$ cat src/rtl/cpu_fetch_pkg.sv
// ---------------------------------------------------------------------------
// cpu_fetch_pkg
//   Shared types and constants for the SimpleCPU instruction-fetch front end.
//   fetch_state_t : request / wait-for-response / hold-for-decode states
//   INSTR_BYTES   : size of one instruction word in bytes
//   WORD_SHIFT    : shift that turns a word offset into a byte offset
// ---------------------------------------------------------------------------
package cpu_fetch_pkg;

    typedef enum logic [1:0] {
        S_REQ  = 2'd0,
        S_WAIT = 2'd1,
        S_HOLD = 2'd2
    } fetch_state_t;

    localparam logic [31:0] INSTR_BYTES = 32'd4;
    localparam int unsigned WORD_SHIFT  = 2;

endpackage

$ cat src/rtl/pc_next_calc.sv
// ---------------------------------------------------------------------------
// pc_next_calc
//   Combinational next-PC computation for the fetch unit.
//   pc      in  32  PC of the instruction being retired by decode
//   imm     in  32  sign-extended word offset (two's complement)
//   taken   in  1   branch taken for this instruction
//   next_pc out 32  pc + 4, or pc + 4 + imm*4 when taken (modulo 2^32)
// ---------------------------------------------------------------------------
module pc_next_calc
    import cpu_fetch_pkg::*;
(
    input  logic [31:0] pc,
    input  logic [31:0] imm,
    input  logic        taken,
    output logic [31:0] next_pc
);

    logic [31:0] offset;

    always_comb begin
        // Shifting within 32 bits drops the top two bits of the word offset.
        offset  = taken ? (imm << WORD_SHIFT) : '0;
        next_pc = pc + INSTR_BYTES + offset;
    end

endmodule

$ cat src/rtl/pc_fetch_unit.sv
// ---------------------------------------------------------------------------
// pc_fetch_unit
//   Instruction-fetch front end: holds the architectural PC, issues one
//   instruction-memory read at a time, presents the fetched word to decode
//   and advances the PC on decode accept (sequential or taken branch).
//
//   Ports
//     clk, rst_n                      clock, synchronous active-low reset
//     imem_req_valid/ready, imem_addr read request channel (addr = pc)
//     imem_rsp_valid, imem_rsp_data   read response (1-cycle pulse)
//     inst_valid/ready, inst_out,     held instruction and its PC for decode
//     inst_pc
//     branch_taken, branch_imm        branch outcome, used only on accept
//   Optional (macro FETCH_PERF_EN defined)
//     fetch_count     accepts seen since reset
//     redirect_count  accepts with branch_taken since reset
//
//   Parameter RESET_PC : PC loaded on reset, must be 4-byte aligned.
// ---------------------------------------------------------------------------
module pc_fetch_unit
    import cpu_fetch_pkg::*;
#(
    parameter logic [31:0] RESET_PC = 32'h0000_0000
) (
    input  logic        clk,
    input  logic        rst_n,
    output logic        imem_req_valid,
    input  logic        imem_req_ready,
    output logic [31:0] imem_addr,
    input  logic        imem_rsp_valid,
    input  logic [31:0] imem_rsp_data,
    output logic        inst_valid,
    input  logic        inst_ready,
    output logic [31:0] inst_out,
    output logic [31:0] inst_pc,
    input  logic        branch_taken,
    input  logic [31:0] branch_imm
`ifdef FETCH_PERF_EN
    ,
    output logic [31:0] fetch_count,
    output logic [31:0] redirect_count
`endif
);

    fetch_state_t state_q, state_d;
    logic [31:0]  pc_q, pc_d;
    logic         inst_valid_q, inst_valid_d;
    logic [31:0]  inst_out_q, inst_out_d;
    logic [31:0]  inst_pc_q, inst_pc_d;
    logic [31:0]  next_pc;
    logic         accept;

    pc_next_calc u_pc_next_calc (
        .pc      (inst_pc_q),
        .imm     (branch_imm),
        .taken   (branch_taken),
        .next_pc (next_pc)
    );

    // Decode handshake; branch inputs are meaningful only when this is high.
    assign accept = inst_valid_q && inst_ready;

    always_comb begin
        state_d      = state_q;
        pc_d         = pc_q;
        inst_valid_d = inst_valid_q;
        inst_out_d   = inst_out_q;
        inst_pc_d    = inst_pc_q;
        case (state_q)
            S_REQ: begin
                if (imem_req_ready) begin
                    state_d = S_WAIT;
                end
            end
            S_WAIT: begin
                if (imem_rsp_valid) begin
                    inst_out_d   = imem_rsp_data;
                    inst_pc_d    = pc_q;
                    inst_valid_d = 1'b1;
                    state_d      = S_HOLD;
                end
            end
            S_HOLD: begin
                if (accept) begin
                    inst_valid_d = 1'b0;
                    pc_d         = next_pc;
                    state_d      = S_REQ;
                end
            end
            default: begin
                state_d = S_REQ;
            end
        endcase
    end

    always_ff @(posedge clk) begin
        if (!rst_n) begin
            state_q      <= S_REQ;
            pc_q         <= RESET_PC;
            inst_valid_q <= 1'b0;
            inst_out_q   <= '0;
            inst_pc_q    <= '0;
        end else begin
            state_q      <= state_d;
            pc_q         <= pc_d;
            inst_valid_q <= inst_valid_d;
            inst_out_q   <= inst_out_d;
            inst_pc_q    <= inst_pc_d;
        end
    end

    assign imem_req_valid = (state_q == S_REQ);
    assign imem_addr      = pc_q;
    assign inst_valid     = inst_valid_q;
    assign inst_out       = inst_out_q;
    assign inst_pc        = inst_pc_q;

`ifdef FETCH_PERF_EN
    logic [31:0] fetch_count_q, fetch_count_d;
    logic [31:0] redirect_count_q, redirect_count_d;

    always_comb begin
        fetch_count_d    = fetch_count_q;
        redirect_count_d = redirect_count_q;
        if (accept) begin
            fetch_count_d = fetch_count_q + 32'd1;
            if (branch_taken) begin
                redirect_count_d = redirect_count_q + 32'd1;
            end
        end
    end

    always_ff @(posedge clk) begin
        if (!rst_n) begin
            fetch_count_q    <= '0;
            redirect_count_q <= '0;
        end else begin
            fetch_count_q    <= fetch_count_d;
            redirect_count_q <= redirect_count_d;
        end
    end

    assign fetch_count    = fetch_count_q;
    assign redirect_count = redirect_count_q;
`endif

endmodule

$ cat config.mk
export PLATFORM = sky130hd
export DESIGN_NAME = pc_fetch_unit
export DESIGN_NICKNAME = d
export VERILOG_FILES = /design/src/rtl/cpu_fetch_pkg.sv /design/src/rtl/pc_next_calc.sv /design/src/rtl/pc_fetch_unit.sv
export SDC_FILE = /design/constraint.sdc
export NUM_CORES = 1
export LEC_CHECK = 0
export CAP_MARGIN = 10
export CORE_MARGIN = 2
export CORE_UTILIZATION = 42
export CTS_BUF_LIST = sky130_fd_sc_hd__clkbuf_4
export DETAILED_ROUTE_END_ITERATION = 7
export PLACE_DENSITY = 0.83
export SYNTH_ARGS = -nofsm -noshare
export SYNTH_HDL_FRONTEND = slang
export SYNTH_SLANG_ARGS = --single-unit
$ cat constraint.sdc
create_clock -name clk -period 2.9 [get_ports clk]
set_clock_uncertainty 0.2 [all_clocks]
set_input_delay 0.29 -clock clk [delete_from_list [all_inputs] [get_ports clk]]
set_output_delay 0.29 -clock clk [all_outputs]
set_load 0.02 [all_outputs]
==> results of run 1 <==
[registers in the layout, summed over array words and instances (netlist names)]
register / cells
imem_addr: 32
inst_out: 32
inst_pc: 32
state_q: 2
inst_valid: 1
[Yosys cell counts, drive strengths merged, types with 2 or more instances]
| cell type | instances |
|---|---|
| a211o | 2 |
| a211oi | 4 |
| a21boi | 6 |
| a21o | 2 |
| a21oi | 114 |
| a22oi | 2 |
| a31o | 2 |
| a31oi | 9 |
| and2 | 35 |
| and3 | 4 |
| buf | 19 |
| clkbuf | 34 |
| dfxtp | 99 |
| ha | 57 |
| inv | 11 |
| mux2i | 6 |
| nand2 | 190 |
| nand3 | 13 |
| nand4 | 12 |
| nand4b | 2 |
| nor2 | 31 |
| nor3 | 7 |
| o2111a | 2 |
| o211ai | 8 |
| o21a | 3 |
| o21ai | 27 |
| o21bai | 2 |
| o221a | 2 |
| o221ai | 4 |
| o22ai | 2 |
| o31a | 3 |
| o41ai | 2 |
| or2 | 3 |
| or3 | 2 |
| xnor2 | 12 |
| xor2 | 5 |
[stage by stage]
stage,util,total power [mW]
detailed placement,0.6120,1.861
floorplan,-,1.628
finish,0.6326,2.624
CTS,0.6231,2.632
global placement,0.6120,1.854
global route,0.6326,2.733
[per-layer routing]
layer	part of all wire	vias up
met4	0.027	0
met5	0	-
li1	-	3049
met2	0.49	224
met1	0.42	2876
met3	0.061	37
[power groups by stage]
stage | Sequential, mW | Combinational (mW) | Clock [mW]
floorplan | 1.45 | 0.180 | 0
global placement | 1.43 | 0.427 | 0
detailed placement | 1.43 | 0.433 | 0
CTS | 1.40 | 0.436 | 0.797
global route | 1.40 | 0.479 | 0.851
finish | 1.40 | 0.443 | 0.781
[critical path, stage by stage, from the launching register on]
cell      delay, ns
dfxtp_1        0.46
ha_4           0.23
ha_2           0.18
fa_2           0.39
a211oi_4       0.30
o211ai_4       0.14
a31oi_4        0.24
nor2_2         0.06
or3_1          0.31
a31oi_1        0.15
[final cells by class]
cell class,instances,area (µm²),share of cell area
Antenna cell,1,2.502,0.0002963
Clock buffer,9,67.56,0.008001
Clock inverter,7,80.08,0.009483
Inverter,11,41.29,0.004890
Multi-Input combinational cell,588,3669,0.4344
Sequential cell,99,1982,0.2347
Tap cell,176,220.2,0.02608
Timing Repair Buffer,258,2382,0.2821
[what timing repair did]
item | 4_1_cts | 5_1_grt
buffers inserted | 0 | 0
setup endpoints to repair | 0 | 17
gates resized for setup | 0 | 22
[kinds of logic after synthesis]
logic type,synth area share
xor gates and xnor gates,0.02577
muxes,0.01234
adders and majority gates,0.1269
DFF,0.3430
and+or+nand+nor,0.2334
buffers and inverters,0.04634
AOI/OAI and AO/OA,0.2122
[how the worst max path moves through the flow]
stage                                       to  cells past startpoint
finish              imem_addr[21]$_SDFFE_PN0P_                      9
global route        imem_addr[21]$_SDFFE_PN0P_                      9
CTS                 imem_addr[21]$_SDFFE_PN0P_                     12
detailed placement  imem_addr[23]$_SDFFE_PN0P_                     11
global placement    imem_addr[24]$_SDFFE_PN0P_                     13
floorplan           imem_addr[21]$_SDFFE_PN0P_                     12
==> implementation parameters, run 1 <==
Parameter                              Value

Status
  Run status ... complete, no violations

Synth
  Number of instances in the synthesized netlist ... 751
  Post-synthesis net count ... 879
  Cell accounting for the most synthesized area ... dfxtp_1
  Flip-flop and latch count after synthesis ... 99
  Area share of the leading cell type in the synthesized netlist ... 0.3430
  Async SR Flop Fraction ... 0
  Netlist area before placement ... 5778 µm²
  Number of unique standard cell types used by synthesis ... 59
  Main synth FF type ... dfxtp_1
  Cell types with the largest area share after synthesis ... dfxtp_1, ha_1, nand2_1
  Average cell area after synthesis ... 7.694 µm²
  Number of warning messages in the yosys log ... 0
  Post-synthesis sequential area ratio ... 0.3430
  EDFF count, synth ... 0

Die
  Cell row count ... 42
  Die area ... 14710 µm²
  Floorplan Core Area ... 13350 µm²
  Overall die width ... 121.3 µm
  Count of boundary I/O pins ... 168
  Starting density of the core ... 0.4329
  Die Span Y ... 121.3 µm

Critical path
  Worst reg2reg endpoint ... imem_addr[21]$_SDFFE_PN0P_
  Worst R2R Start ... inst_pc[3]$_SDFFE_PN0P_
  Worst-case register-to-register setup slack ... 0.19 ns
  Critical path startpoint category ... flop
  Nature of the critical path endpoint ... flop
  Data arrival time of the critical path ... 2.98 ns
  Top fanout value on the critical path ... 3
  Critical path startpoint ... inst_pc[3]$_SDFFE_PN0P_
  Required @ worst endpoint ... 3.17 ns
  Start-to-end type of the worst setup path ... reg -> reg
  Worst Reg2Reg Path Length in Cells ... 9

STA
  Total setup violations reported at the end of the flow ... 0
  Final hold vios ... 0
  Actual transition at the worst max-transition pin ... 0.5877 ns
  Relative slew margins ... 0.6082
  Tightest hold margin ... 0.08498 ns
  Final number of max-transition violations ... 0
  Max Clk Rate ... 369.1 MHz
  Unrepaired setup endpoints after global routing ... false
  Total negative slack for setup checks ... 0 ns
  Final setup slack of the worst path ... 0.1908 ns
  Portion of the clock cycle consumed by the worst path in the final layout ... 0.9342
  Clock period minus final worst setup slack ... 2.709 ns

Min path
  Launch point of the worst hold path ... imem_rsp_data[1]
  Hold path endpoint ... inst_out[1]$_SDFFE_PN0P_
  Type of the worst min-delay path ... in -> reg
  Depth of the worst hold-timing path ... 3

Clock network
  Count of hold buffers inserted by post-cts repair ... 0
  CTS root buffer ... clkbuf_4
  Clock slew seen by the registers of the worst setup and hold paths ... 0.18 ns
  Num CTS Buffers ... 9
  Count of H-tree levels built during CTS ... 3
  Number of clock sinks ... 99
  Clock buffer depth ... 2
  Clock tree from TritonCTS ... done
  Clock latency of the later-clocked register in the worst-skew pair ... 0.52 ns

GRT
  GR Util met1 ... 0.2999
  GRT Max-Usage Layer ... met2
  Via count of the first global-routing pass ... 5851
  Total global routing track utilization ... 0.2415
  Wire length of the first global-routing pass ... 28400 µm
  GR Util met2 ... 0.4055
  Largest net degree at the start of global routing ... 65
  Grt met3 use ... 0.05874
  Congestion Overflow GR ... 0
  Initial antenna violation count ... 1

Routing
  Final routed DRC violation total ... 0
  DR WL/cell ... 15.89 µm
  Violation count after the first detailed-route iteration ... 316
  Mean number of vias per cell ... 5.384
  Total vias in the final route ... 6186
  Detailed-router iteration count before antenna repair ... 5
  Final ANT Viol Nets ... 0
  Detailed-route wire length ... 18260 µm

Pwr
  Share of total power consumed by net switching ... 0.3073
  Leakage power ... 3.298 nW
  Logic gate share of total power ... 0.169
  PwrDens ... 310.7 nW/µm²
  Switching component of the power ... 0.8063 mW
  Part of the power in registers ... 0.533
  Internal power ... 1.818 mW
  Power share of the clock group ... 0.298
  Peak supply drop ... 0.2815 mV

Place
  RePlAce Congestion ... 0.9394
  Setup slack after placement ... -0.4939 ns
  DP Area ... 8169 µm²
  Cell Count Post-Placement ... 1131
  Dpl hpwl ... 13390 µm
  Buffers on Ports ... 165

Final layout
  Share of final-layout standard cells stronger than drive strength 1 ... 0.1471
  Number of nets in the finished design ... 1095
  Most frequent cells in the layout ... nand2_1, clkdlybuf4s50_1, a21oi_1
  Most common library cell in the layout ignoring fill and taps ... nand2_1
  Design Area, Final ... 8444 µm²
  Filler-free cell count of the finished design ... 1149
  Number of inserted filler cells in the final layout ... 1192
  Relative area change from synthesis to final layout ... 46.15%

Flow run
  Maximum Capacitance Violations ... 0
No activity file was read; power rests on OpenSTA's default activity.
==> run 2, diff against run 1 <==
--- a/config.mk
+++ b/config.mk
@@ -10,7 +10,7 @@
 export CORE_UTILIZATION = 42
 export CTS_BUF_LIST = sky130_fd_sc_hd__clkbuf_4
 export DETAILED_ROUTE_END_ITERATION = 7
-export PLACE_DENSITY = 0.83
+export PLACE_DENSITY = 0.8
 export SYNTH_ARGS = -nofsm -noshare
 export SYNTH_HDL_FRONTEND = slang
 export SYNTH_SLANG_ARGS = --single-unit
==> constraint.sdc (replaced) <==
create_clock -name clk -period 3.2 [get_ports clk]
set_clock_uncertainty 0.2 [all_clocks]
set_input_delay 0.32 -clock clk [delete_from_list [all_inputs] [get_ports clk]]
set_output_delay 0.32 -clock clk [all_outputs]
set_load 0.02 [all_outputs]
==> implementation parameters, run 2 (synthesis gave the netlist of run 1 again) <==
Parameter                              Value

Die
  Die Span Y ... 121.3 µm
  Overall die width ... 121.3 µm
  Die area ... 14710 µm²
  Cell row count ... 42
  Count of boundary I/O pins ... 168
  Floorplan Core Area ... 13350 µm²
  Starting density of the core ... 0.4329

Final layout
  Share of the core filled with cells in the final layout ... 0.6069
  Number of inserted filler cells in the final layout ... 1233
  Share of final-layout standard cells stronger than drive strength 1 ... 0.1058
  Most frequent cells in the layout ... nand2_1, clkdlybuf4s50_1, a21oi_1
  Number of nets in the finished design ... 1068
  Most common library cell in the layout ignoring fill and taps ... nand2_1
  Filler-free cell count of the finished design ... 1122
  Relative area change from synthesis to final layout ... 40.19%

STA
  Portion of the clock cycle consumed by the worst path in the final layout ... 0.9401
  Unrepaired setup endpoints after global routing ... false
  Final number of max-transition violations ... 0
  Tightest hold margin ... 0.1326 ns
  Total setup violations reported at the end of the flow ... 0
  Actual transition at the worst max-transition pin ... 0.6749 ns
  Relative slew margins ... 0.5453
  Final setup slack of the worst path ... 0.1918 ns
  Clock period minus final worst setup slack ... 3.008 ns
  Final hold vios ... 0
  Max Clk Rate ... 332.4 MHz

Place
  Buffers on Ports ... 165
  Cell Count Post-Placement ... 1105
  RePlAce Congestion ... 0.9348
  Setup slack after placement ... -0.3110 ns
  Dpl hpwl ... 12610 µm

Critical path
  Data arrival time of the critical path ... 3.23 ns
  Worst Reg2Reg Path Length in Cells ... 9
  Worst reg2reg endpoint ... imem_addr[21]$_SDFFE_PN0P_
  Top fanout value on the critical path ... 23
  Critical path startpoint ... branch_taken
  Worst R2R Start ... inst_pc[3]$_SDFFE_PN0P_
  Nature of the critical path endpoint ... flop
  Critical path startpoint category ... input port
  Capturing element of the worst setup path ... imem_addr[21]$_SDFFE_PN0P_
  Start-to-end type of the worst setup path ... in -> reg
  Worst-case register-to-register setup slack ... 0.40 ns
  Required @ worst endpoint ... 3.42 ns

GRT
  Congestion Overflow GR ... 0
  Via count of the first global-routing pass ... 5554
  Total global routing track utilization ... 0.2271
  Wire length of the first global-routing pass ... 26900 µm
  Initial antenna violation count ... 1
  Largest net degree at the start of global routing ... 55

Min path
  Type of the worst min-delay path ... in -> reg

Routing
  DR WL/cell ... 15.11 µm
  Detailed-route wire length ... 16950 µm
  Violation count after the first detailed-route iteration ... 364
  Final ANT Viol Nets ... 0
  Total vias in the final route ... 6009
  Mean number of vias per cell ... 5.356
  Final routed DRC violation total ... 0
  Detailed-router iteration count before antenna repair ... 5

Clock network
  Resized cells post-CTS ... 0
  Clock latency of the later-clocked register in the worst-skew pair ... 0.50 ns
  Clock tree from TritonCTS ... done
  Count of hold buffers inserted by post-cts repair ... 0
  CTS root buffer ... clkbuf_4
  Clock buffer depth ... 2
  Count of H-tree levels built during CTS ... 3
  Number of clock sinks ... 99
  Post-CTS setup buffers ... 0
  Num CTS Buffers ... 9
  Clock slew seen by the registers of the worst setup and hold paths ... 0.19 ns

Flow run
  Maximum Capacitance Violations ... 0

Pwr
  Leakage power ... 3.128 nW
  PwrDens ... 289.4 nW/µm²
  Total chip power ... 2.344 mW
  Peak supply drop ... 0.3244 mV

Status
  Run status ... complete, no violations
==> run 2: cell count changes in the layout (fill, tap and decap cells not counted), moves of 3 or more <==
cell	change
a21oi_1	+5
buf_4	-24
ha_1	+4
inv_6	+3
a21oi_2	-4
==> run 2: per-stage QoR <==
step / TNS, ns / area (µm²)
after floorplan: 0 / 5778
after global placement: -2.883 / 7951
after detailed placement: -3.620 / 7951
after CTS: 0 / 8098
after global routing: 0 / 8100
final: 0 / 8100
==> run 2: critical path, cell delays in order <==
cell and delay, ns:
clkdlybuf4s50_1 0.44, buf_12 0.17, and2_1 0.15, ha_1 0.27, ha_1 0.23, fa_1 0.40, a211oi_2 0.28, o211ai_2 0.16
a31oi_2 0.22, nor2_1 0.08, or3_1 0.36, a31oi_1 0.13
==> run 2: metal layers <==
metal / track usage / vias up / routed length, µm
li1: - / 2990 / -
met1: 0.2781 / 2796 / 7295
met2: 0.3869 / 201 / 8261
met3: 0.06532 / 22 / 1134
met4: 0.06609 / 0 / 259
met5: 0 / - / 0
==> run 2: final cells by class <==
type | instances | area, µm² | area share
tap | 176 | 220.2 | 0.02719
multi-input combinational | 588 | 3536 | 0.4365
clock buffer | 9 | 67.56 | 0.008341
clock inverter | 7 | 78.83 | 0.009731
sequential | 99 | 1982 | 0.2447
inverter | 11 | 41.29 | 0.005097
timing repair buffer | 231 | 2172 | 0.2681
antenna | 1 | 2.502 | 0.0003089
==> run 2: worst min path at each step <==
stage	slack (ns)	startpoint	cells past startpoint	endpoint
after floorplan	0.25	inst_pc[0]$_SDFFE_PN0P_	2	imem_addr[0]$_SDFFE_PN0P_
after global placement	0.24	inst_out[28]$_SDFFE_PN0P_	2	inst_out[28]$_SDFFE_PN0P_
after detailed placement	0.25	inst_out[4]$_SDFFE_PN0P_	2	inst_out[4]$_SDFFE_PN0P_
after CTS	0.10	imem_rsp_data[28]	3	inst_out[28]$_SDFFE_PN0P_
after global routing	0.09	imem_rsp_data[28]	3	inst_out[28]$_SDFFE_PN0P_
final	0.13	imem_rsp_data[15]	3	inst_out[15]$_SDFFE_PN0P_
==> run 2: where the power goes <==
part | leakage, nW | switching (mW) | internal, mW | total, mW
Sequential | 0.800 | 0.0147 | 1.25 | 1.27
Clock | 0.0794 | 0.509 | 0.190 | 0.699
Combinational | 2.25 | 0.184 | 0.193 | 0.377
Total | 3.13 | 0.708 | 1.64 | 2.34
==> run 3, diff against run 2 <==
--- a/config.mk
+++ b/config.mk
@@ -5,12 +5,13 @@
 export SDC_FILE = /design/constraint.sdc
 export NUM_CORES = 1
 export LEC_CHECK = 0
+export ABC_AREA = 1
 export CAP_MARGIN = 10
 export CORE_MARGIN = 2
 export CORE_UTILIZATION = 42
 export CTS_BUF_LIST = sky130_fd_sc_hd__clkbuf_4
 export DETAILED_ROUTE_END_ITERATION = 7
-export PLACE_DENSITY = 0.8
+export PLACE_DENSITY = 0.79
 export SYNTH_ARGS = -nofsm -noshare
 export SYNTH_HDL_FRONTEND = slang
 export SYNTH_SLANG_ARGS = --single-unit
==> implementation parameters, run 3 <==
Parameter                              Value

Status
  Run status ... complete, no violations

Final layout
  Number of nets in the finished design ... 1277
  Share of final-layout standard cells stronger than drive strength 1 ... 0.05893
  Most common library cell in the layout ignoring fill and taps ... nand2_1
  Most frequent cells in the layout ... nand2_1, inv_1, clkdlybuf4s50_1
  Relative area change from synthesis to final layout ... 31.06%
  Number of inserted filler cells in the final layout ... 1471
  Antenna cells ... 0

Synth
  Most common library cells after synthesis ... nand2_1, inv_1, dfxtp_1
  Post-synthesis sequential area ratio ... 0.3099
  Main combinational cell family by area after synthesis ... simple AND/OR/NAND/NOR gates
  Async SR Flop Fraction ... 0
  Post-synthesis net count ... 1122
  Simple logic cell fraction of the synthesized area ... 0.2627
  Average cell area after synthesis ... 6.435 µm²
  Number of warning messages in the yosys log ... 0
  Number of unique standard cell types used by synthesis ... 27
  Cell accounting for the most synthesized area ... dfxtp_1
  Flip-flop and latch count after synthesis ... 99
  Number of instances in the synthesized netlist ... 994
  Mux contribution to synthesized area ... 0
  Netlist area before placement ... 6396 µm²
  Main synth FF type ... dfxtp_1
  Leading cell type by number of instances after synthesis ... nand2_1
  EDFF count, synth ... 0
  Area share of the leading cell type in the synthesized netlist ... 0.3099
  Post-synthesis share of cell area spent on full adders, half adders and majority gates ... 0.1146
  Cell types with the largest area share after synthesis ... dfxtp_1, nand2_1, inv_1
  Share of the synthesized area in compound gates (AO/OA/AOI/OAI) ... 0.1414
  Share of the synthesized netlist area taken by xor and xnor gates ... 0.01780

GRT
  Total global routing track utilization ... 0.2077
  Largest net degree at the start of global routing ... 71
  Wire length of the first global-routing pass ... 27490 µm
  Initial antenna violation count ... 0
  Congestion Overflow GR ... 0
  Via count of the first global-routing pass ... 5778

Clock network
  Count of hold buffers inserted by post-cts repair ... 0
  Num CTS Buffers ... 9
  Clock slew seen by the registers of the worst setup and hold paths ... 0.17 ns
  Count of H-tree levels built during CTS ... 3
  CTS root buffer ... clkbuf_4
  Post-CTS setup buffers ... 0
  Clock buffer depth ... 2
  Number of clock sinks ... 99
  Resized cells post-CTS ... 0
  Clock tree from TritonCTS ... done
  Clock latency of the later-clocked register in the worst-skew pair ... 0.48 ns

STA
  Unrepaired setup endpoints after global routing ... false
  Max Clk Rate ... 375.8 MHz
  Total setup violations reported at the end of the flow ... 0
  Final setup slack of the worst path ... 0.5392 ns
  Final hold vios ... 0
  Clock period minus final worst setup slack ... 2.661 ns
  Relative slew margins ... 0.3243
  Final number of max-transition violations ... 0
  Total negative slack for setup checks ... 0 ns
  Portion of the clock cycle consumed by the worst path in the final layout ... 0.8315
  Actual transition at the worst max-transition pin ... 1.012 ns

Critical path
  Crit path buffers/inverters ... 4
  Worst Reg2Reg Path Length in Cells ... 10
  Top fanout value on the critical path ... 9
  Nature of the critical path endpoint ... flop
  Start-to-end type of the worst setup path ... in -> reg
  Highest cell delay on the worst timing path ... 0.52 ns
  Critical-path cell with the highest stage delay ... clkdlybuf4s50_1
  Cell breakdown of the critical path ... clkdlybuf4s50_1 > buf_4 > nand2_1 > ha_1 > inv_1 > ha_1 > fa_1 > nand3_1 > nand3_2 > nand3_1 > nand3_2 > xor2_1 > o21ai_0 > inv_1
  Worst reg2reg endpoint ... imem_addr[15]$_SDFFE_PN0P_
  Required @ worst endpoint ... 3.40 ns
  Data arrival time of the critical path ... 2.86 ns
  Critical path startpoint category ... input port
  Category of cells accounting for the largest share of critical-path delay ... buffers and inverters
  Worst R2R Start ... inst_pc[3]$_SDFFE_PN0P_
  Worst-case register-to-register setup slack ... 0.70 ns

Pwr
  Peak supply drop ... 0.1713 mV
  Leakage power ... 4.266 nW
  PwrDens ... 315.1 nW/µm²

Min path
  Depth of the worst hold-timing path ... 3
  Hold path endpoint ... state_q[0]$_SDFFE_PN0P_
  Type of the worst min-delay path ... in -> reg
  Launch point of the worst hold path ... imem_req_ready

Place
  Buffers on Ports ... 165
  Setup slack after placement ... 0.01927 ns
  Dpl hpwl ... 12980 µm
  RePlAce Congestion ... 0.9103

Routing
  Final routed DRC violation total ... 0
  Mean number of vias per cell ... 4.624
  Total vias in the final route ... 6206
  DR WL/cell ... 12.37 µm
  Detailed-router iteration count before antenna repair ... 5
  Violation count after the first detailed-route iteration ... 320
  Final ANT Viol Nets ... 0
  Detailed-route wire length ... 16600 µm

Die
  Die area ... 16230 µm²
  Starting density of the core ... 0.4255
  Count of boundary I/O pins ... 168
  Floorplan Core Area ... 15030 µm²
  Die Span Y ... 127.4 µm
  Overall die width ... 127.4 µm
  Cell row count ... 45

Flow run
  Maximum Capacitance Violations ... 0
==> run 3: cell count changes after synthesis, sizes merged, moves of 12 or more <==
| cell | previous run | this run |
|---|---|---|
| inv | 11 | 217 |
| clkbuf | 34 | 22 |
| nand2 | 190 | 243 |
| nand3 | 13 | 45 |
| nor2 | 31 | 101 |
| a21oi | 114 | 88 |
| o21ai | 27 | 83 |
| and2 | 35 | 0 |
==> run 3: worst max-delay path by stage <==
| stage | end | start | depth (start not counted) | slack [ns] |
|---|---|---|---|---|
| finish | imem_addr[15]$_SDFFE_PN0P_ | branch_taken | 14 | 0.54 |
| global route | imem_addr[19]$_SDFFE_PN0P_ | branch_taken | 15 | 0.29 |
| CTS | imem_addr[27]$_SDFFE_PN0P_ | branch_taken | 17 | 0.56 |
| detailed placement | imem_addr[27]$_SDFFE_PN0P_ | branch_taken | 17 | 0.02 |
| global placement | imem_addr[27]$_SDFFE_PN0P_ | branch_taken | 17 | 0.06 |
| floorplan | imem_addr[31]$_SDFFE_PN0P_ | branch_taken | 18 | 0.57 |
==> run 3: worst min-delay path, stage by stage <==
cell             delay [ns]
clkdlybuf4s50_1        0.40
nand2_1                0.07
a21oi_1                0.06
==> run 3: final cells by class <==
type / instances / area [µm²] / share of cell area
inverters: 217 / 814.5 / 0.09716
clock inverters: 7 / 75.07 / 0.008955
well taps: 188 / 235.2 / 0.02806
repair buffers: 179 / 1764 / 0.2104
multi-input cells: 643 / 3445 / 0.4109
flip-flops and latches: 99 / 1982 / 0.2364
clock buffers: 9 / 67.56 / 0.008060
==> run 3: kinds of logic after synthesis <==
family,after synthesis
compound gates,177
xor+xnor,13
buf+inv,252
simple gates,395
flops,99
fa+ha+maj,58
==> run 3: per-layer routing <==
metal,vias up,GRT usage,part of all wire
li1,3354,-,-
met1,2686,0.2707,0.46
met2,145,0.3517,0.47
met3,21,0.03601,0.048
met4,0,0.06335,0.021
met5,-,0,0
==> run 3: where the power goes <==
part / leakage, nW / switching [mW] / total, mW / internal (mW)
Combinational: 3.39 / 0.341 / 0.634 / 0.293
Sequential: 0.805 / 0.0353 / 1.32 / 1.29
Clock: 0.0757 / 0.496 / 0.684 / 0.188
Total: 4.27 / 0.873 / 2.64 / 1.77
==> run 3: stage by stage <==
step	instances	utilization	hold slack [ns]	instance area, µm²	total power, mW
after detailed placement	1326	0.5481	0.2359	8240	1.984
after global placement	1326	0.5481	0.2311	8240	1.972
after CTS	1342	0.5576	0.1485	8383	2.681
after global routing	1342	0.5576	0.1699	8383	2.814
final	1342	0.5576	0.1874	8383	2.641
after floorplan	994	-	0.2445	6396	1.713
